File: config.mk
export PLATFORM = sky130hd
export DESIGN_NAME = pipe_ctrl
export DESIGN_NICKNAME = d
export VERILOG_FILES = /design/src/rtl/pipe_ctrl.sv
export SDC_FILE = /design/constraint.sdc
export NUM_CORES = 1
export LEC_CHECK = 0
export ABC_CLOCK_PERIOD_IN_PS = 5000
export CORE_UTILIZATION = 40
export DETAILED_ROUTE_END_ITERATION = 7
export PLACE_DENSITY = 0.85
export SLEW_MARGIN = 20
export SYNTH_ARGS = -nofsm -noshare
export SYNTH_HDL_FRONTEND = slang
export SYNTH_SLANG_ARGS = --single-unit
File: constraint.sdc
create_clock -name clk_i -period 5 [get_ports clk_i]
set_input_delay 1 -clock clk_i [delete_from_list [all_inputs] [get_ports clk_i]]
set_output_delay 1 -clock clk_i [all_outputs]
set_load 0.005 [all_outputs]
File: src/rtl/pipe_ctrl.sv
// rtl/pipe_ctrl.sv - pipeline stall/flush controller with drain-then-halt and MEM timeout
module pipe_ctrl #(
    parameter int unsigned MEM_TIMEOUT  = 16,
    parameter int unsigned DRAIN_CYCLES = 3
) (
    input  logic       clk_i,
    input  logic       rst_i,
    input  logic [4:0] id_rs1_i,
    input  logic [4:0] id_rs2_i,
    input  logic       id_rs1_re_i,
    input  logic       id_rs2_re_i,
    input  logic       exe_is_load_i,
    input  logic [4:0] exe_rd_i,
    input  logic       exe_busy_i,
    input  logic       jump_i,
    input  logic       mem_req_i,
    input  logic       mem_ack_i,
    input  logic       halt_req_i,
    output logic [5:0] stall_o,
    output logic       flush_o,
    output logic       halt_ack_o,
    output logic       bus_err_o
);

    typedef enum logic [1:0] {
        RUN    = 2'd0,
        DRAIN  = 2'd1,
        HALTED = 2'd2
    } state_t;

    localparam logic [7:0] WAIT_LAST  = 8'(MEM_TIMEOUT - 1);
    localparam logic [1:0] DRAIN_LAST = 2'(DRAIN_CYCLES - 1);

    state_t     state;
    logic [7:0] wait_cnt;
    logic [1:0] drain_cnt;

    logic mem_pending;
    logic lu;
    logic mw;
    logic to;

    // Hazard and wait conditions; a timed-out access counts as done so MEM releases.
    always_comb begin
        mem_pending = mem_req_i && !mem_ack_i;
        lu = exe_is_load_i && (exe_rd_i != 5'd0) &&
             ((id_rs1_re_i && (id_rs1_i == exe_rd_i)) ||
              (id_rs2_re_i && (id_rs2_i == exe_rd_i)));
        mw = mem_pending && (wait_cnt != WAIT_LAST);
        to = mem_pending && (wait_cnt == WAIT_LAST);
    end

    // Priority-encoded stall vector, always contiguous from the pc stage, forced low in reset.
    always_comb begin
        stall_o = 6'b000000;
        if (!rst_i)
            stall_o = 6'b000000;
        else if (state == HALTED)
            stall_o = 6'b111111;
        else if (mw)
            stall_o = 6'b011111;
        else if (exe_busy_i)
            stall_o = 6'b001111;
        else if (jump_i)
            stall_o = 6'b000000;
        else if (lu || (state == DRAIN))
            stall_o = 6'b000111;
        else
            stall_o = 6'b000000;
    end

    // A jump held back by a frozen EXE stage flushes on the first cycle EXE advances.
    assign flush_o = rst_i && jump_i && !stall_o[3] && (state != HALTED);

    // Data-bus wait counter and one-cycle timeout error pulse.
    always_ff @(posedge clk_i or negedge rst_i) begin
        if (!rst_i) begin
            wait_cnt  <= 8'd0;
            bus_err_o <= 1'b0;
        end else begin
            bus_err_o <= to;
            if (mem_pending && !to)
                wait_cnt <= wait_cnt + 8'd1;
            else
                wait_cnt <= 8'd0;
        end
    end

    // Debug halt sequencer: stop fetch, let EXE/MEM/WB empty, then freeze everything.
    always_ff @(posedge clk_i or negedge rst_i) begin
        if (!rst_i) begin
            state      <= RUN;
            drain_cnt  <= 2'd0;
            halt_ack_o <= 1'b0;
        end else begin
            case (state)
                RUN: begin
                    halt_ack_o <= 1'b0;
                    if (halt_req_i && !jump_i) begin
                        state     <= DRAIN;
                        drain_cnt <= 2'd0;
                    end
                end
                DRAIN: begin
                    if (!halt_req_i) begin
                        state <= RUN;
                    end else if (!stall_o[3]) begin
                        if (drain_cnt == DRAIN_LAST) begin
                            state      <= HALTED;
                            halt_ack_o <= 1'b1;
                        end else begin
                            drain_cnt <= drain_cnt + 2'd1;
                        end
                    end
                end
                HALTED: begin
                    if (!halt_req_i) begin
                        state      <= RUN;
                        halt_ack_o <= 1'b0;
                    end
                end
                default: begin
                    state      <= RUN;
                    halt_ack_o <= 1'b0;
                end
            endcase
        end
    end

endmodule

==> flow_summary_export.csv <==
group,metric,value,unit
synth,yosys_register_bits,14,
placed_design,placed_cell_area,1240,um^2
clocking,cts-resized-gates,0,
power_and_ir_drop,p_total,0.292,mW
power_and_ir_drop,p_seq_share,44.3,%
synth,syn-num-nets,118,
sta,worst_slew_pin_slew,494,ps
clocking,cts_buffers,3,
synth,synth_cell_types,33,
synth,ys_warn_count,0,
power_and_ir_drop,powerDensity,230,nW/um^2
die,pin_count,34,
global_routing,grt_pass1_wl,3620,um
sta,slew_headroom,67.0,%
route,wl_per_cell,13.2,um
sta,max_freq,0.254,GHz
route,drt_iter0_drc,12,
die,die_y,48.9,um
sta,post-route-period-util,78.6,%
clocking,cts_max_path_buffers,2,
route,route.detailed.drc,0,
synth,synthFlopType,"dfrtp_1",
clocking,clkSinkCount,14,
clocking,cts_tree,"built",
setup_path,endpoint_kind,"output pin",
power_and_ir_drop,p_int,0.214,mW
synth,syn_inst,91,
setup_path,crit_fanout,3,
sta,timing.final.ws_setup,1070,ps
sta,hold_viol_final,0,
power_and_ir_drop,leakagePower,0.521,nW
synth,synth.cells.most_frequent,"14 x dfrtp_1, 14 x xnor2_1, 10 x nor2_1, 8 x nand2_1",
synth,ys_seq_area_share,39.8,%
synth,synth.avg_cell_area,9.67,um^2
job,maxCapViolations,0,
final_layout,final_core_util,62.9,%
setup_path,cp.arrival,2930,ps
die,core_area,2020,um^2
synth,synth_edf_count,0,
route,routed_wl,2040,um
setup_path,required,4000,ps
clocking,clkSlewWorstSetupHoldPaths,80,ps
global_routing,grt_use_met3,1.25,%
final_layout,num_antenna_cells,0,
sta,setup_viol,0,
global_routing,top_usage_layer,"met2",
placed_design,dpl.cell_count,150,
die,die_w,48.9,um
clocking,post_cts_buffers,0,
power_and_ir_drop,switching_share,26.9,%
final_layout,nets,155,
global_routing,grt_pass1_vias,787,
sta,finalMaxSlewViolations,0,
die,dieArea,2390,um^2
power_and_ir_drop,clkPwrFrac,28.2,%
route,via_count,761,
route,drt_pass1_iterations,4,
route,ant_nets,0,
global_routing,grtUsageMet2,35.9,%
sta,finClkSkew,5.93,ps
power_and_ir_drop,combPwrFrac,27.5,%
global_routing,grt_max_degree,11,
setup_path,crit_type,"primary input to output pin",
global_routing,track_usage,20.4,%
synth,synth_area_leaders,"dfrtp_1 40%, xnor2_1 14%, nor2_1 4.3%, nand2_1 3.4%, ha_1 2.8%",
placed_design,io_buffer_count,33,
placed_design,globalplace.congestion,0.774,
outcome,run_status,"finished, final reports clean",
worst_hold_path,hold_path_class,"flip-flop to flip-flop",
global_routing,antenna_found_initial,0,
sta,rsz0062_at_grt,"no",
power_and_ir_drop,p_switching,0.0788,mW
synth,synth_top_area_cell,"dfrtp_1",
placed_design,dpl.hpwl,1700,um
synth,synth_top_area_share,39.8,%
setup_path,cp-start-kind,"primary input",
sta,min_period,3930,ps
die,initial_utilization,43.5,%
global_routing,met1_usage,23.2,%
final_layout,final_area,1270,um^2
sta,holdWs,476,ps
clocking,htree_levels,1,
sta,setup_total_negative_slack,0,ps
power_and_ir_drop,peakVddDrop,122,uV
route,viasPerCell,4.94,
final_layout,drive_gt1_share,10.2,%
final_layout,layout.cells.non_filler,154,
final_layout,areaGrowthSynthToFinish,44.7,%
synth,async_flop_share,100,%
clocking,cts_hold_buffers,0,
synth,synth_area,880,um^2
global_routing,overflow,0,
clocking,cts_root_buf,"clkbuf_4",
placed_design,dpl_worst_slack,1070,ps
die,rows,16,
clocking,clkLatencyLatePin,290,ps
==> worst paths after layout <==
check	from	to	slack, ps	cells past startpoint
setup / recovery	exe_rd_i[4]	stall_o[0]	1070	7
hold / removal	wait_cnt[0]	wait_cnt[0]	480	1
setup reg to reg	wait_cnt[0]	drain_cnt[0]	3250	6
hold reg to reg	wait_cnt[0]	wait_cnt[0]	480	1
max in group asynchronous	rst_i	wait_cnt[2]	3510	2
min in group asynchronous	rst_i	state[1]	1000	1
==> layout make-up <==
class / instances / area (um^2)
Multi-Input combinational cell: 73 / 507
Sequential cell: 14 / 350
Inverter: 2 / 7.51
Clock buffer: 4 / 36.3
Tap cell: 27 / 33.8
Timing Repair Buffer: 34 / 338
Fill cell: 176 / 749
==> state kept, by name, summed over array words and instances, names as in the netlist <==
signal,cells
wait_cnt,8
drain_cnt,2
state,2
bus_err_o,1
halt_ack_o,1
==> power groups by stage <==
| stage | Combinational [mW] | Sequential [mW] | Clock [mW] |
|---|---|---|---|
| 4_1_cts | 0.0810 | 0.130 | 0.0832 |
| 3_5_place_dp | 0.0802 | 0.132 | 0 |
| 2_1_floorplan | 0.0420 | 0.130 | 0 |
| 6_report | 0.0803 | 0.130 | 0.0824 |
| 5_1_grt | 0.0900 | 0.131 | 0.0856 |
| 3_3_place_gp | 0.0776 | 0.131 | 0 |
==> cell usage in the layout, fill, tap and decap left out, types with 2 or more instances in the layout <==
cell type / synthesis / layout
nand4_1: 2 / 2
nand2b_1: 4 / 4
nand3_1: 3 / 3
clkbuf_4: 0 / 3
clkdlybuf4s50_1: 0 / 33
nor3b_1: 2 / 2
dfrtp_1: 14 / 14
ha_1: 2 / 2
xor2_1: 2 / 2
nor2b_1: 4 / 4
inv_1: 2 / 2
xnor2_1: 14 / 14
a31oi_1: 2 / 2
nand2_1: 8 / 8
nor2_1: 10 / 10
and3_1: 2 / 2
==> cells by family after synthesis <==
kind of cell	count (synthesis)	share of synthesized area (%)
muxes	1	1.14
DFF	14	39.8
AOI/OAI and AO/OA	11	10.5
buffers and inverters	4	2.56
and+or+nand+nor	43	27.2
xor gates and xnor gates	16	15.9
adders and majority gates	2	2.84
==> per-layer routing <==
metal,wire length [um],vias to the layer above
li1,-,383
met1,873,355
met2,1060,18
met3,51,5
met4,48,0
met5,0,-
==> worst max-delay path, stage by stage <==
cell and delay (ps):
clkdlybuf4s50_1 550, xnor2_1 140, nand4_1 120, o22ai_1 180
a31oi_1 100, o21ai_0 270, clkdlybuf4s50_1 570
(Power assumes the default switching activity.)
